$ cat src/rtl/pong_pkg.sv
// Shared types and constants for the pong match sequencer.
// Latency: n/a (types, constants and a pure helper function only).
// Backpressure: n/a.
package pong_pkg;

    // Match sequencer states; encodings are exported on out_state.
    typedef enum logic [2:0] {
        ST_IDLE      = 3'd0,
        ST_COUNTDOWN = 3'd1,
        ST_PLAY      = 3'd2,
        ST_PAUSED    = 3'd3,
        ST_SCORED    = 3'd4,
        ST_GAME_OVER = 3'd5
    } state_t;

    // Winner codes shown by the text overlay.
    localparam logic [1:0] WIN_NONE = 2'b00;
    localparam logic [1:0] WIN_P1   = 2'b01;
    localparam logic [1:0] WIN_P2   = 2'b10;

    // ASCII score range produced by the ball block.
    localparam logic [7:0] ZERO_CHAR_DEF = 8'h30;
    localparam logic [7:0] LAST_CHAR_DEF = 8'h34;

    // Convert an ASCII score digit into a small binary score.
    function automatic logic [3:0] ascii_to_score(input logic [7:0] c);
        logic [7:0] w_diff;
        w_diff = c - ZERO_CHAR_DEF;
        return w_diff[3:0];
    endfunction

endpackage

$ cat src/rtl/frame_tick_counter.sv
// Counts animation strobes and emits a one-cycle tick every FRAMES_PER_TICK strobes.
// Latency: tick is combinational on the strobe that completes the period.
// Backpressure: none; strobes are ignored while disabled or cleared, count is held while disabled.
module frame_tick_counter
    import pong_pkg::*;
#(
    parameter int FRAMES_PER_TICK = 60
) (
    input  logic in_clock,
    input  logic in_reset,
    input  logic in_ani_stb,
    input  logic in_clear,
    input  logic in_enable,
    output logic out_tick
);

    localparam int W = (FRAMES_PER_TICK > 1) ? $clog2(FRAMES_PER_TICK) : 1;
    localparam logic [W-1:0] LAST_FRAME = W'(FRAMES_PER_TICK - 1);

    logic [W-1:0] r_frame_cnt;
    logic         w_step;

    assign w_step   = in_enable && in_ani_stb && !in_clear;
    assign out_tick = w_step && (r_frame_cnt == LAST_FRAME);

    // Frame counter: clear wins, otherwise advance on enabled strobes and wrap at the period.
    always_ff @(posedge in_clock) begin
        if (in_reset || in_clear) begin
            r_frame_cnt <= '0;
        end else if (w_step) begin
            if (r_frame_cnt == LAST_FRAME) begin
                r_frame_cnt <= '0;
            end else begin
                r_frame_cnt <= r_frame_cnt + 1'b1;
            end
        end
    end

endmodule

$ cat src/rtl/pong_match_ctrl.sv
// Match sequencer: serve countdown, play/pause, point and match-end detection, game-over hold.
// Latency: all outputs registered; score change to count_vis high takes 2 cycles.
// Backpressure: none; button pulses outside the states that use them are dropped.
module pong_match_ctrl
    import pong_pkg::*;
#(
    parameter int         FRAMES_PER_TICK = 60,
    parameter logic [3:0] COUNT_FROM      = 4'd3,   // must be non-zero
    parameter int         OVER_TICKS      = 5,
    parameter logic [7:0] ZERO_CHAR       = ZERO_CHAR_DEF,
    parameter logic [7:0] LAST_CHAR       = LAST_CHAR_DEF
) (
    input  logic       in_clock,
    input  logic       in_reset,
    input  logic       in_ani_stb,
    input  logic       in_btn_start,
    input  logic       in_btn_pause,
    input  logic [7:0] in_player1,
    input  logic [7:0] in_player2,
    output logic       out_ball_reset,
    output logic       out_ball_start,
    output logic       out_animate,
    output logic [2:0] out_state,
    output logic [3:0] out_count,
    output logic       out_count_vis,
    output logic [1:0] out_winner
);

    localparam logic [3:0] LAST_OVER_TICK = 4'(OVER_TICKS - 1);

    state_t     r_state;
    logic [7:0] r_p1_q;
    logic [7:0] r_p2_q;
    logic [3:0] r_tick_cnt;
    logic [3:0] r_count;
    logic [1:0] r_winner;
    logic       r_ball_reset;
    logic       r_ball_start;
    logic       r_animate;
    logic       r_count_vis;

    logic       w_tick;
    logic       w_fc_clear;
    logic       w_fc_enable;
    logic       w_new_match;
    logic       w_game_end;
    logic       w_point;

    // A start press only means something while no match is running.
    assign w_new_match = in_btn_start && ((r_state == ST_IDLE) || (r_state == ST_GAME_OVER));

    // The ball resets both scores to zero after the deciding point, so a
    // return to 0/0 while a shadow sits at the last digit marks match end.
    assign w_game_end = (in_player1 == ZERO_CHAR) && (in_player2 == ZERO_CHAR) &&
                        ((r_p1_q == LAST_CHAR) || (r_p2_q == LAST_CHAR));
    assign w_point    = (in_player1 != r_p1_q) || (in_player2 != r_p2_q);

    // The frame counter runs only for countdown and game-over timing. It is
    // cleared in states that precede a timed state (and on a restart from
    // game-over) so every timed phase starts at frame zero; it is left
    // untouched while paused.
    assign w_fc_enable = (r_state == ST_COUNTDOWN) || (r_state == ST_GAME_OVER);
    assign w_fc_clear  = (r_state == ST_IDLE) || (r_state == ST_PLAY) ||
                         (r_state == ST_SCORED) ||
                         ((r_state == ST_GAME_OVER) && in_btn_start);

    frame_tick_counter #(
        .FRAMES_PER_TICK(FRAMES_PER_TICK)
    ) u_frame_tick (
        .in_clock   (in_clock),
        .in_reset   (in_reset),
        .in_ani_stb (in_ani_stb),
        .in_clear   (w_fc_clear),
        .in_enable  (w_fc_enable),
        .out_tick   (w_tick)
    );

    // Match FSM with registered outputs; pulses default low every cycle so
    // they can never stretch, since each is only raised on a state change.
    always_ff @(posedge in_clock) begin
        if (in_reset) begin
            r_state      <= ST_IDLE;
            r_ball_reset <= 1'b1;
            r_ball_start <= 1'b0;
            r_animate    <= 1'b0;
            r_count      <= 4'd0;
            r_count_vis  <= 1'b0;
            r_winner     <= WIN_NONE;
            r_p1_q       <= ZERO_CHAR;
            r_p2_q       <= ZERO_CHAR;
            r_tick_cnt   <= 4'd0;
        end else begin
            r_ball_reset <= 1'b0;
            r_ball_start <= 1'b0;

            if (w_new_match) begin
                // Reset the ball (scores back to zero) and begin the first serve countdown.
                r_ball_reset <= 1'b1;
                r_winner     <= WIN_NONE;
                r_count      <= COUNT_FROM;
                r_count_vis  <= 1'b1;
                r_animate    <= 1'b1;
                r_p1_q       <= ZERO_CHAR;
                r_p2_q       <= ZERO_CHAR;
                r_state      <= ST_COUNTDOWN;
            end else begin
                case (r_state)
                    ST_IDLE: begin
                        r_animate   <= 1'b0;
                        r_count_vis <= 1'b0;
                    end

                    ST_COUNTDOWN: begin
                        // Animate stays on: the ball holds its own position until started.
                        if (w_tick) begin
                            if (r_count == 4'd1) begin
                                r_count      <= 4'd0;
                                r_count_vis  <= 1'b0;
                                r_ball_start <= 1'b1;
                                r_state      <= ST_PLAY;
                            end else begin
                                r_count <= r_count - 4'd1;
                            end
                        end
                    end

                    ST_PLAY: begin
                        // Score events take priority over a pause in the same cycle.
                        if (w_game_end) begin
                            r_winner   <= (r_p1_q == LAST_CHAR) ? WIN_P1 : WIN_P2;
                            r_p1_q     <= in_player1;
                            r_p2_q     <= in_player2;
                            r_animate  <= 1'b0;
                            r_tick_cnt <= 4'd0;
                            r_state    <= ST_GAME_OVER;
                        end else if (w_point) begin
                            r_p1_q  <= in_player1;
                            r_p2_q  <= in_player2;
                            r_state <= ST_SCORED;
                        end else if (in_btn_pause) begin
                            r_animate <= 1'b0;
                            r_state   <= ST_PAUSED;
                        end
                    end

                    ST_PAUSED: begin
                        // Ball is frozen, so score inputs are not examined here.
                        if (in_btn_pause) begin
                            r_animate <= 1'b1;
                            r_state   <= ST_PLAY;
                        end
                    end

                    ST_SCORED: begin
                        r_count     <= COUNT_FROM;
                        r_count_vis <= 1'b1;
                        r_animate   <= 1'b1;
                        r_state     <= ST_COUNTDOWN;
                    end

                    ST_GAME_OVER: begin
                        // Hold the result for OVER_TICKS ticks, then fall back to idle.
                        if (w_tick) begin
                            if (r_tick_cnt == LAST_OVER_TICK) begin
                                r_winner <= WIN_NONE;
                                r_state  <= ST_IDLE;
                            end else begin
                                r_tick_cnt <= r_tick_cnt + 4'd1;
                            end
                        end
                    end

                    default: begin
                        r_animate   <= 1'b0;
                        r_count_vis <= 1'b0;
                        r_state     <= ST_IDLE;
                    end
                endcase
            end
        end
    end

    assign out_ball_reset = r_ball_reset;
    assign out_ball_start = r_ball_start;
    assign out_animate    = r_animate;
    assign out_state      = r_state;
    assign out_count      = r_count;
    assign out_count_vis  = r_count_vis;
    assign out_winner     = r_winner;

endmodule

$ cat config.mk
export PLATFORM = sky130hd
export DESIGN_NAME = pong_match_ctrl
export DESIGN_NICKNAME = d
export VERILOG_FILES = /design/src/rtl/pong_pkg.sv /design/src/rtl/frame_tick_counter.sv /design/src/rtl/pong_match_ctrl.sv
export SDC_FILE = /design/constraint.sdc
export NUM_CORES = 1
export LEC_CHECK = 0
export ABC_CLOCK_PERIOD_IN_PS = 3300
export BUFFER_PORTS_ARGS = -buffer_cell sky130_fd_sc_hd__buf_2
export CAP_MARGIN = 20
export CELL_PAD_IN_SITES_DETAIL_PLACEMENT = 1
export CELL_PAD_IN_SITES_GLOBAL_PLACEMENT = 2
export CORE_MARGIN = 2
export CORE_UTILIZATION = 30
export DETAILED_ROUTE_END_ITERATION = 6
export PLACE_DENSITY_LB_ADDON = 0.3
export SKIP_LAST_GASP = 1
export SLEW_MARGIN = 20
export SYNTH_ARGS = -nofsm -noshare
export SYNTH_HDL_FRONTEND = slang
export SYNTH_HIERARCHICAL = 1
export SYNTH_SLANG_ARGS = --single-unit
$ cat constraint.sdc
create_clock -name in_clock -period 3.3 [get_ports in_clock]
set_input_delay 0.33 -clock in_clock [delete_from_list [all_inputs] [get_ports in_clock]]
set_output_delay 0.33 -clock in_clock [all_outputs]
set_load 0.01 [all_outputs]
# Word level (Yosys, flattened, before mapping)
# Cells that the tools add are included.
# W data, S select, Z words.
# totals
regBits	39
inputBits	21
out_inout_bits	13
wordCells	127
# op_classes
addsub	3
n_eq_ne	33
mux	40
n_bitwise	4
reduce_logical	34
# op_table
operator	count
$eq A8 B6 Y1 const B	4
$mux W8	4
$mux W3	8
$mux W4	5
$pmux W3 S6	1
$ne A8 B8 Y1	2
$pmux W4 S2	2
$reduce_and A7 Y1	2
$ne A2 B1 Y1 const B	6
$ne A3 B2 Y1 const B	4
$ne A4 B4 Y1 const B	3
$mux W1	11
$mux W2	5
$logic_or A1 B1 Y1	8
$ne A2 B2 Y1 const B	4
$reduce_and A4 Y1	2
$logic_and A1 B1 Y1	7
$add A6 B1 Y6 const B	1
$eq A3 B2 Y1 const B	2
$eq A3 B3 Y1 const B	2
$eq A6 B6 Y1 const B	1
$mux W6	1
$reduce_and A2 Y1	3
$reduce_bool A2 Y1	3
other kinds (19)	23

# Longest topological paths before layout
# Gate-level depths: netlist of run 1.
# logic_depth
depth_word	10
ltp_mapped	11
ltp_nobuf	9

# Cells and area by module
# The synthesis of run 1 kept the hierarchy.
# by_module_without_submodules
module	instances	cells_each	area_per_inst_um2	seq_area_each_um2
pong_match_ctrl	1	230	1938.1	660.6
frame_tick_counter	1	36	306.5	120.1

# Least setup slack after synthesis of run 1
# Ideal clock, no wire load.
# synth_timing
kind	reg-to-reg
from	register r_state[1], in the netlist out_state[1]
to	register r_count_vis, in the netlist out_count_vis
setup_time_ns	0.131
arrival_ns	2.370
required_time_ns	3.169
slack_ns	0.799
path_stages_with_launch	11
path_buffers	2
synth_period_minus_slack_ns	2.501
cell_sequence	dfxtp_1 -> clkbuf_1 -> a22oi_1 -> nand4b_1 -> nor3_1 -> buf_6 -> nor4bb_1 -> and2_1 -> o21bai_1 -> a21oi_1 -> nor3_1
# synth_between
elab_chain_cells	9
elab_cells_between_ends	24
classes_between	8 x eq/ne; 2 x mux; 14 x reduce/logical
# synth_lines
item	line_no	rtl
start: declaration	pong_match_ctrl.sv:31	state_t r_state;
start signal: assignment	pong_match_ctrl.sv:82	r_state <= ST_IDLE;
start signal: assignment	pong_match_ctrl.sv:105	r_state <= ST_COUNTDOWN;
start signal: assignment	pong_match_ctrl.sv:120	r_state <= ST_PLAY;
$eq A3 B2 Y1 / $logic_not A3 Y1 (equally long branches)	pong_match_ctrl.sv:63	assign w_fc_clear = (r_state == ST_IDLE) || (r_state == ST_PLAY) ||
$logic_or A1 B1 Y1 (2 in a row)	pong_match_ctrl.sv:63	
$logic_or A1 B1 Y1 *	pong_match_ctrl.sv:64	(r_state == ST_SCORED) ||
named net w_fc_clear	pong_match_ctrl.sv:43	logic w_fc_clear;
$logic_not A1 Y1 *	frame_tick_counter.sv:23	assign w_step = in_enable && in_ani_stb && !in_clear;
$logic_and A1 B1 Y1 *	frame_tick_counter.sv:23	
$logic_and A1 B1 Y1 *	frame_tick_counter.sv:24	assign out_tick = w_step && (r_frame_cnt == LAST_FRAME);
named net w_tick	pong_match_ctrl.sv:42	logic w_tick;
$ne A3 B2 Y1 (no source line) *	-	
$reduce_and A3 Y1 (no source line) *	-	
end signal: assignment	pong_match_ctrl.sv:87	r_count_vis <= 1'b0;
end signal: assignment	pong_match_ctrl.sv:101	r_count_vis <= 1'b1;
end signal: assignment	pong_match_ctrl.sv:110	r_count_vis <= 1'b0;
end: declaration	pong_match_ctrl.sv:40	logic r_count_vis;
# Mark *: on every way through the listed nets, which the timed path passes. The rest lies on a longest branch.
# A chain may end at the register's enable or synchronous reset.

# Worst setup path after layout of run 1
# layout_timing
from	register r_state[0], in the netlist out_state[0]
to	register r_count_vis, in the netlist out_count_vis
# layout_between
elab_cells_between_ends	24
classes_between	8 x eq/ne; 2 x mux; 14 x reduce/logical
# layout_rtl
item	line_no	rtl
$eq A3 B1 Y1 / $eq A3 B3 Y1 (equally long branches)	pong_match_ctrl.sv:62	assign w_fc_enable = (r_state == ST_COUNTDOWN) || (r_state == ST_GAME_OVER);
$logic_or A1 B1 Y1 *	pong_match_ctrl.sv:62	
named net w_fc_enable	pong_match_ctrl.sv:44	logic w_fc_enable;
$logic_and A1 B1 Y1 * (2 in a row)	frame_tick_counter.sv:23	
$logic_and A1 B1 Y1 *	frame_tick_counter.sv:24	
named net w_tick	pong_match_ctrl.sv:42	
$ne A3 B2 Y1 (no source line) *	-	
$reduce_and A3 Y1 (no source line) *	-	
# Marked as above.

==> results_dict.tcl, run 1 <==
set metrics [dict create \
    fp.dieArea_um2 8190 \
    max_cap_viol 0 \
    grt_usage 0.163 \
    route.detailed.wl_per_inst_um 16.0 \
    hold_wc_path_type "input port to flip-flop" \
    synth.distinct_cells 55 \
    tns_ns 0 \
    final.period_utilization 0.794 \
    ys_seq_elements 39 \
    vdd_drop_max_mv 0.120 \
    route.final.wire_length_mm 6.34 \
    worstMarginPinSlew_ns 0.809 \
    timing.fmax_mhz 382 \
    post_synth_and_or_nand_nor_area_fraction 0.297 \
    cp_slowest_cell "dfxtp_1" \
    cts.repair_timing.setup_buffer_count 0 \
    timing.critical_path.required_ns 3.47 \
    timing.critical_path.from_type "flip-flop" \
    wire_length_of_the_first_global_routing_pass_mm 10.9 \
    syn_area_per_cell_um2 8.44 \
    crit_top_cell "nor3_1" \
    cts.hold.buffers_added 0 \
    power.clock.fraction 0.361 \
    worstReg2RegStart "out_state[0]" \
    ant_nets 0 \
    layout_setup_ws_ns 0.680 \
    fp.coreArea_um2 7250 \
    post_route_clock_skew_ns 0.00762 \
    critPathCaptureType "flip-flop" \
    portBuffers 33 \
    capture_point_of_the_worst_reg_to_reg_path "out_count_vis" \
    placement.cell_area_um2 2460 \
    synthAdderAreaFrac 0.0279 \
    drt_pass1_iterations 4 \
    dominantRegCellSynth "dfxtp_1" \
    instance_count_along_the_most_critical_hold_path 3 \
    number_of_instances_resized_during_post_cts_repair 0 \
    powerDensity_nw_per_um2 353 \
    final_area_um2 2540 \
    htree_levels 2 \
    synth_top_family_by_area "simple AND/OR/NAND/NOR gates" \
    post_route_cells_drive_above_1_share 0.182 \
    grt_max_degree 21 \
    post_synthesis_cell_area_um2 2240 \
    n_fill_cell 907 \
    synthesized_instance_count 266 \
    antenna_violations_before_repair 0 \
    reg2regPathDepth 8 \
    synth_seq_area_share 0.348 \
    xor_and_xnor_area_share_after_synthesis 0.0858 \
    hold_path.startpoint "in_player2[4]" \
    synth_edf_count 0 \
    io-pin-count 34 \
    drv_slew 0 \
    post-route-min-period_ns 2.62 \
    clockRootBuffer "clkbuf_8" \
    placement.setup.worst_slack_ns 0.688 \
    net-switching-power_mw 0.237 \
    clock_latency_of_the_later_clocked_register_in_the_worst_skew_pair_ns 0.29 \
    ys_async_sr_fraction 0 \
    die_height_um 90.5 \
    path_cells "and2b_2 > nand4b_1 > nor3_1 > nor4bb_1 > and2_1 > o21bai_1 > a21oi_1 > nor3_1" \
    setup_violations 0 \
    seqPwrFrac 0.540 \
    number_of_vias_per_cell 5.19 \
    switching_share 0.264 \
    die_w_um 90.5 \
    yosysWarningCount 6 \
    power.internal_mw 0.661 \
    tritoncts "yes" \
    r2r_setup_slack_ns 0.68 \
    routed-via-count 2054 \
    placementRows 31 \
    cts.sinks 39 \
    violation_count_after_the_first_detailed_route_iteration 54 \
    grt_setup_unrepaired "no" \
    layout.core_utilization 0.351 \
    max-slew-margin-rel 0.460 \
    totalPowerFinal_mw 0.898 \
    timing_hold_violations_final 0 \
    synthMuxAreaShare 0.0139 \
    clk_transition_reported_paths_ns 0.08 \
    compound_gate_portion_of_the_synthesized_area 0.173 \
    post-dp-hpwl_mm 4.60 \
    worst-path-max-fanout 16 \
    areaGrowthSynthToFinish_pct 13.4 \
    gp_congestion 0.748 \
    status "finished clean" \
    worstPathArrival_ns 2.79 \
    p_leak_nw 0.916 \
    clock_path_buffers 2 \
    hold_end "r_p2_q[4]" \
    setup.worst_path.class "flip-flop to flip-flop" \
    largest_stage_delay_worst_path_ns 0.64 \
    grt_overflow 0 \
    drcViolationCount 0 \
    initial_utilization 0.309 \
    design.final.nets 322 \
    cts_inserted_buffers 5 \
    p_comb_frac 0.099 \
    grt_pass1_vias 2105 \
    antenna_cells_inserted 0 \
    synthesis.nets 292 \
]
-- synth_stat cells (all sizes together) (2+ instances only) --
| master | count | share of area |
|---|---|---|
| nand4 | 3 | 0.0084 |
| nand3 | 23 | 0.051 |
| nand2b | 5 | 0.014 |
| nand4b | 3 | 0.014 |
| nand2 | 16 | 0.028 |
| xor2 | 22 | 0.086 |
| inv | 8 | 0.013 |
| clkbuf | 5 | 0.013 |
| dfxtp | 39 | 0.35 |
| nor2 | 15 | 0.026 |
| nor4bb | 5 | 0.022 |
| or4 | 3 | 0.010 |
| o211ai | 2 | 0.0089 |
| a211oi | 3 | 0.016 |
| ha | 5 | 0.028 |
| a21oi | 24 | 0.055 |
| nor4 | 7 | 0.025 |
| o21ai | 19 | 0.042 |
| nor4b | 5 | 0.020 |
| o21a | 2 | 0.0067 |
| or2 | 2 | 0.0056 |
| o21bai | 2 | 0.0067 |
| and3 | 3 | 0.0084 |
| and2 | 4 | 0.011 |
| buf | 8 | 0.028 |
| nand3b | 4 | 0.013 |
| mux2i | 2 | 0.0089 |
| nor3 | 13 | 0.029 |
-- sequential cells by signal, indices dropped and copies added (netlist names) --
signal / count
r_p1_q: 8
r_p2_q: 8
u_frame_tick/r_frame_cnt: 6
out_count: 4
r_tick_cnt: 4
out_state: 3
out_winner: 2
out_animate: 1
out_ball_reset: 1
out_ball_start: 1
out_count_vis: 1
-- power groups by stage --
stage | registers (mW) | logic [mW] | clock network, mW
3_3_place_gp | 0.496 | 0.0903 | 0
6_report | 0.485 | 0.0891 | 0.324
3_5_place_dp | 0.496 | 0.0900 | 0
4_1_cts | 0.485 | 0.0908 | 0.339
2_1_floorplan | 0.495 | 0.0486 | 0
5_1_grt | 0.487 | 0.100 | 0.363
-- worst max-delay path, delay by kind of cell, from the launching register on --
family | cells | cell delay, ns
DFF | 1 | 0.64
and+or+nand+nor | 6 | 1.64
AOI/OAI and AO/OA | 2 | 0.22
-- kinds of logic after synthesis --
logic type               count (synthesis)
adder cells (fa/ha/maj)                  5
flip-flops                              39
XOR/XNOR                                22
multiplexers                             3
AND/OR/NAND/NOR                        114
AO/OA/AOI/OAI                           62
buffers and inverters                   21
-- stage by stage --
| stage | hold slack (ns) | cells |
|---|---|---|
| 3_3_place_gp | 0.485 | 388 |
| 2_1_floorplan | 0.452 | 266 |
| 4_1_cts | 0.297 | 396 |
| 6_report | 0.301 | 396 |
| 3_5_place_dp | 0.499 | 388 |
| 5_1_grt | 0.312 | 396 |
-- cells in the final DEF, fill, tap and decap left out, types with 2 or more instances in the layout --
cell type / netlist / routed
o21ai_0: 13 / 13
o21bai_1: 2 / 2
a21oi_1: 23 / 23
nor4bb_1: 5 / 5
o21a_1: 2 / 2
nand4_1: 3 / 3
nor4b_1: 5 / 5
nand3b_1: 4 / 4
buf_4: 2 / 3
mux2i_1: 2 / 2
nor4_2: 2 / 2
nor4_1: 5 / 5
ha_1: 5 / 5
inv_1: 7 / 7
dfxtp_1: 39 / 39
a211oi_1: 2 / 2
nand2b_1: 5 / 5
buf_2: 3 / 33
nand2_1: 15 / 15
and3_1: 3 / 3
or4_1: 3 / 3
nand4b_1: 2 / 2
clkbuf_1: 4 / 2
nand3_1: 23 / 23
xor2_1: 22 / 22
nor2_1: 14 / 14
nor3_1: 13 / 13
clkbuf_8: 1 / 5
o21ai_1: 6 / 6
and2_1: 4 / 4
-- area by class of cell --
class | count | area [um2] | area share
Clock buffer | 7 | 76.3 | 0.0300
Clock inverter | 1 | 5.00 | 0.00197
Inverter | 8 | 30.0 | 0.0118
Multi-Input combinational cell | 206 | 1340 | 0.527
Sequential cell | 39 | 781 | 0.307
Tap cell | 99 | 124 | 0.0487
Timing Repair Buffer | 36 | 188 | 0.0737
-- per-layer routing --
| metal | GRT usage | up-vias | routed length (um) |
|---|---|---|---|
| met3 | 0.0301 | 5 | 177 |
| met4 | 0.0436 | 0 | 61 |
| li1 | - | 1027 | - |
| met2 | 0.271 | 29 | 3050 |
| met1 | 0.218 | 993 | 3050 |
| met5 | 0 | - | 0 |
-- how the worst max path moves through the flow --
stage / from / to / slack (ns) / depth (start not counted)
2_1_floorplan: out_state[1] / out_count_vis / 0.80 / 10
3_3_place_gp: out_state[0] / out_count_vis / 0.78 / 8
3_5_place_dp: out_state[0] / out_count_vis / 0.69 / 8
4_1_cts: out_state[0] / out_count_vis / 0.66 / 8
5_1_grt: out_state[0] / out_count_vis / 0.37 / 8
6_report: out_state[0] / out_count_vis / 0.68 / 8
Note: power is estimated with default switching activity, not from simulation.
==> inputs of run 2 (changes only) <==
--- a/config.mk
+++ b/config.mk
@@ -5,7 +5,7 @@
 export SDC_FILE = /design/constraint.sdc
 export NUM_CORES = 1
 export LEC_CHECK = 0
-export ABC_CLOCK_PERIOD_IN_PS = 3300
+export ABC_CLOCK_PERIOD_IN_PS = 2520
 export BUFFER_PORTS_ARGS = -buffer_cell sky130_fd_sc_hd__buf_2
 export CAP_MARGIN = 20
 export CELL_PAD_IN_SITES_DETAIL_PLACEMENT = 1
==> constraint.sdc (replaced) <==
create_clock -name in_clock -period 2.52 [get_ports in_clock]
set_input_delay 0.252 -clock in_clock [delete_from_list [all_inputs] [get_ports in_clock]]
set_output_delay 0.252 -clock in_clock [all_outputs]
set_load 0.01 [all_outputs]
==> run 2 against run 1 <==
Sequential share of layout area shrank 0.71 points. Register-to-register slack worse by 0.26 ns. Clock-buffer cell count did not move. Global-route usage grew 0.39 points. Combinational power up 38%. Sequential cell count unchanged. Core utilization is 0.83 points higher. Die area did not move. Wire length increased by 0.88%.
==> results_dict.tcl, run 2 (synthesis gave the netlist of run 1 again) <==
set metrics [dict create \
    status "finished clean" \
    worstMarginPinSlew_ns 0.550 \
    die_height_um 90.5 \
    ant_nets 0 \
    clock_path_buffers 2 \
    tns_ns 0 \
    antenna_cells_inserted 0 \
    grt_setup_unrepaired "no" \
    placement.setup.worst_slack_ns 0.387 \
    clockRootBuffer "clkbuf_8" \
    fin_cells 404 \
    grt_max_degree 18 \
    setup_violations 0 \
    antenna_violations_before_repair 0 \
    post-dp-hpwl_mm 4.75 \
    timing.critical_path.required_ns 2.70 \
    setup.worst_path.class "flip-flop to flip-flop" \
    post_route_cells_drive_above_1_share 0.203 \
    wire_length_of_the_first_global_routing_pass_mm 11.1 \
    fp.dieArea_um2 8190 \
    layout_setup_ws_ns 0.418 \
    p_leak_nw 0.955 \
    drcViolationCount 0 \
    route.final.wire_length_mm 6.39 \
    hold_wc_path_type "input port to flip-flop" \
    vdd_drop_max_mv 0.178 \
    powerDensity_nw_per_um2 451 \
    cts.hold.buffers_added 0 \
    cts.sinks 39 \
    portBuffers 33 \
    max_cap_viol 0 \
    placementRows 31 \
    io-pin-count 34 \
    routed-via-count 2110 \
    timing.fmax_mhz 476 \
    worst-path-max-fanout 7 \
    timing_hold_violations_final 0 \
    drt_pass1_iterations 4 \
    max-slew-margin-rel 0.628 \
    areaGrowthSynthToFinish_pct 16.1 \
    crit_top_cell "nor3_1" \
    largest_stage_delay_worst_path_ns 0.49 \
    number_of_vias_per_cell 5.22 \
    dpl.cell_count 396 \
    n_fill_cell 910 \
    gp_congestion 0.757 \
    holdWs_ns 0.224 \
    violation_count_after_the_first_detailed_route_iteration 75 \
    most_common_cell_after_layout_fill_and_taps_aside "dfxtp_1" \
    clock_latency_of_the_later_clocked_register_in_the_worst_skew_pair_ns 0.30 \
    grt_usage 0.167 \
    final.period_utilization 0.834 \
    design.final.nets 330 \
    critPathCaptureType "flip-flop" \
    number_of_instances_resized_during_post_cts_repair 0 \
    clk_transition_reported_paths_ns 0.08 \
    cts_inserted_buffers 5 \
    timing.critical_path.max_delay_family "simple AND/OR/NAND/NOR gates" \
    tritoncts "yes" \
    drv_slew 0 \
    cp_slowest_cell "nor4bb_1" \
    fp.coreArea_um2 7250 \
    grt_overflow 0 \
    initial_utilization 0.309 \
    route.detailed.wl_per_inst_um 15.8 \
    grt_pass1_vias 2174 \
    post_route_clock_skew_ns 0.00690 \
    timing.critical_path.from_type "flip-flop" \
    path_cells "and2b_2 > nand4b_1 > nor3_1 > nor4bb_1 > and2_1 > o21bai_1 > a21oi_1 > nor3_1" \
    post-route-min-period_ns 2.10 \
    die_w_um 90.5 \
    cts.repair_timing.setup_buffer_count 0 \
    reg_top3 "r_p1_q x8, r_p2_q x8, u_frame_tick/r_frame_cnt x6" \
    critical_path.n_buffers_inverters 0 \
    most-common-layout-cells "dfxtp_1 (39), buf_2 (33), nand3_1 (23), a21oi_1 (23), xor2_1 (22)" \
    htree_levels 2 \
    worstPathArrival_ns 2.28 \
]
run 2: cell types whose count changed in the layout (fill, tap and decap cells not counted):
cell | before | now
buf_4 | 3 | 11
run 2: where the power goes:
| part | total [mW] | switching (mW) | internal (mW) |
|---|---|---|---|
| Combinational | 0.123 | 0.0736 | 0.0494 |
| Clock | 0.420 | 0.225 | 0.195 |
| Sequential | 0.632 | 0.00770 | 0.624 |
| Total | 1.17 | 0.307 | 0.868 |
run 2: cell type report:
type,instances,area [um2],area share
clock buffers,7,76.3,0.0293
clock inverters,1,5.00,0.00192
inverters,8,30.0,0.0115
multi-input cells,206,1340,0.515
flip-flops and latches,39,781,0.300
well taps,99,124,0.0476
repair buffers,44,248,0.0951
run 2: layer usage:
layer  share of wire  vias to the layer above  wire (um)  global-route usage
li1                -                     1039          -                   -
met1            0.48                     1030       3040               0.211
met2            0.48                       35       3080               0.284
met3           0.028                        6        178              0.0401
met4           0.015                        0         99              0.0462
met5               0                        -          0                   0
run 2: worst register-to-register path: stages, from the launching register on:
cell,delay [ns]
dfxtp_1,0.32
and2b_2,0.29
nand4b_1,0.14
nor3_1,0.25
nor4bb_1,0.49
and2_1,0.23
o21bai_1,0.07
a21oi_1,0.14
nor3_1,0.05
run 2: path summary, 6_finish.rpt:
kind / from / to / slack, ns / cells after the start
worst max-delay path: out_state[1] / out_count_vis / 0.42 / 8
worst min-delay path: in_player2[4] / r_p2_q[4] / 0.22 / 3
worst max register to register: out_state[1] / out_count_vis / 0.42 / 8
worst min register to register: u_frame_tick/r_frame_cnt[1] / u_frame_tick/r_frame_cnt[1] / 0.51 / 2
run 2: per-stage QoR:
step | cell area (um2) | util | power, mW
floorplan | 2240 | - | 0.712
global placement | 2520 | 0.348 | 0.770
detailed placement | 2520 | 0.348 | 0.771
CTS | 2610 | 0.359 | 1.20
global route | 2610 | 0.359 | 1.25
finish | 2610 | 0.359 | 1.17
==> inputs of run 3 (changes only) <==
--- a/config.mk
+++ b/config.mk
@@ -5,7 +5,7 @@
 export SDC_FILE = /design/constraint.sdc
 export NUM_CORES = 1
 export LEC_CHECK = 0
-export ABC_CLOCK_PERIOD_IN_PS = 2520
+export ABC_CLOCK_PERIOD_IN_PS = 1800
 export BUFFER_PORTS_ARGS = -buffer_cell sky130_fd_sc_hd__buf_2
 export CAP_MARGIN = 20
 export CELL_PAD_IN_SITES_DETAIL_PLACEMENT = 1
==> constraint.sdc (replaced) <==
create_clock -name in_clock -period 1.8 [get_ports in_clock]
set_input_delay 0.18 -clock in_clock [delete_from_list [all_inputs] [get_ports in_clock]]
set_output_delay 0.18 -clock in_clock [all_outputs]
set_load 0.01 [all_outputs]
==> run 3 against run 2 <==
Global-route usage fell by 0.12 points. Combinational power rose by 67%. The run now ends with setup timing left. Cell count rose by 7.7%. Highest routed layer unchanged. Register-to-register slack got worse by 0.57 ns. Critical path depth rose by 2. Sequential cell count did not move. Design area rose by 13%.
==> results_dict.tcl, run 3 (synthesis gave the netlist of run 1 again) <==
set metrics [dict create \
    cts.hold.buffers_added 0 \
    post-dp-hpwl_mm 4.97 \
    max_cap_viol 0 \
    cts_inserted_buffers 5 \
    failed_checks "setup timing" \
    hold_wc_path_type "input port to flip-flop" \
    die_w_um 90.5 \
    n_fill_cell 917 \
    timing.critical_path.from_type "flip-flop" \
    wire_length_of_the_first_global_routing_pass_mm 11.2 \
    globalRouteMet1Util 0.226 \
    io-pin-count 34 \
    setup.worst_path.class "flip-flop to flip-flop" \
    max-slew-margin-rel 0.728 \
    final.period_utilization 1.08 \
    post_route_clock_skew_ns 0.00688 \
    final_area_um2 2960 \
    ant_nets 0 \
    critical_path.n_buffers_inverters 2 \
    grt_usage 0.166 \
    die_height_um 90.5 \
    clockRootBuffer "clkbuf_8" \
    worstPathArrival_ns 2.12 \
    tritoncts "yes" \
    antenna_cells_inserted 0 \
    vdd_drop_max_mv 0.274 \
    design.final.nets 361 \
    post_route_cells_drive_above_1_share 0.345 \
    holdWs_ns 0.164 \
    drcViolationCount 0 \
    drv_slew 0 \
    grt_max_degree 18 \
    timing.critical_path.max_delay_family "simple AND/OR/NAND/NOR gates" \
    number_of_vias_per_cell 5.02 \
    grt_setup_unrepaired "yes" \
    gp_congestion 0.760 \
    p_leak_nw 1.13 \
    cts.sinks 39 \
    route.detailed.wl_per_inst_um 15.4 \
    routed-via-count 2185 \
    cp_slowest_cell "dfxtp_4" \
    most_common_cell_after_layout_fill_and_taps_aside "buf_4" \
    multiInputGateArea_um2 1440 \
    fp.coreArea_um2 7250 \
    reg_top3 "r_p1_q x8, r_p2_q x8, u_frame_tick/r_frame_cnt x6" \
    layout_setup_ws_ns -0.153 \
    worst-path-max-fanout 6 \
    timing_hold_violations_final 0 \
    placement.cell_area_um2 2740 \
    busiest_layer "met2" \
    largest_stage_delay_worst_path_ns 0.36 \
    clk_transition_reported_paths_ns 0.08 \
    antenna_violations_before_repair 0 \
    areaGrowthSynthToFinish_pct 31.7 \
    worstMarginPinSlew_ns 0.403 \
    grt_pass1_vias 2234 \
    drt_pass1_iterations 4 \
    violation_count_after_the_first_detailed_route_iteration 87 \
    use_met2 0.275 \
    most-common-layout-cells "buf_4 (39), dfxtp_1 (34), buf_2 (33)" \
    placementRows 31 \
    globalRouteMet3Util 0.0301 \
    path_cells "and2b_2 > nand4b_1 > nor3_2 > buf_4 > nor4bb_4 > buf_4 > and2_4 > o21ai_2 > nand3_1 > nor3_2" \
    powerDensity_nw_per_um2 566 \
    clock_path_buffers 2 \
    placement.setup.worst_slack_ns -0.0855 \
    initial_utilization 0.309 \
    post-route-min-period_ns 1.95 \
    grt_overflow 0 \
    timing.fmax_mhz 512 \
    route.final.wire_length_mm 6.70 \
    setup_violations 8 \
    status "complete, but fails checks" \
    fp.dieArea_um2 8190 \
    htree_levels 2 \
    critPathCaptureType "flip-flop" \
    totalPowerFinal_mw 1.67 \
    clock_latency_of_the_later_clocked_register_in_the_worst_skew_pair_ns 0.29 \
    portBuffers 33 \
    timing.critical_path.required_ns 1.96 \
    seq_area_um2 792 \
]
-- run 3: tightest hold or removal path, delay by kind of cell --
kind	cells	cell delay [ns]
simple gates	1	0.06
buf+inv	1	0.12
compound gates	1	0.05
-- run 3: through the flow --
step           setup TNS (ns)  std cells   util
6_report               -0.539        435  0.407
5_1_grt                 -1.93        435  0.407
4_1_cts                -0.111        431  0.395
3_5_place_dp           -0.157        420  0.378
3_3_place_gp          -0.0771        420  0.378
2_1_floorplan          -0.506        266      -
-- run 3: cell type report --
cell class | count | share of cell area
well taps | 99 | 0.0419
multi-input cells | 206 | 0.486
clock inverters | 1 | 0.00169
inverters | 8 | 0.0102
flip-flops and latches | 39 | 0.268
clock buffers | 7 | 0.0258
repair buffers | 75 | 0.166
-- run 3: worst paths after layout --
path / start / end / slack, ns / cells past startpoint
setup / recovery: out_state[1] / out_state[0] / -0.15 / 10
setup reg to reg: out_state[1] / out_state[0] / -0.15 / 10
hold reg to reg: r_p2_q[7] / r_p2_q[7] / 0.51 / 2
hold / removal: in_player2[6] / r_p2_q[6] / 0.16 / 3
-- run 3: routing by layer --
layer	routed length [um]	up-vias	share of wire
met5	0	-	0
met4	29	0	0.0043
met3	154	4	0.023
met2	3220	23	0.48
met1	3300	1056	0.49
li1	-	1102	-
-- run 3: repair_timing --
action / CTS / global route
hold endpoints to repair: 0 / 0
gates resized for setup: 3 / 16
endpoints found under the setup margin: 3 / 21
buffers inserted: 3 / 6
pin swaps: 0 / 10
-- run 3: power by group --
part | leakage [nW] | internal (mW) | switching (mW) | total [mW]
clock network | 0.0422 | 0.273 | 0.316 | 0.589
logic | 0.770 | 0.0907 | 0.114 | 0.205
registers | 0.319 | 0.870 | 0.0102 | 0.881
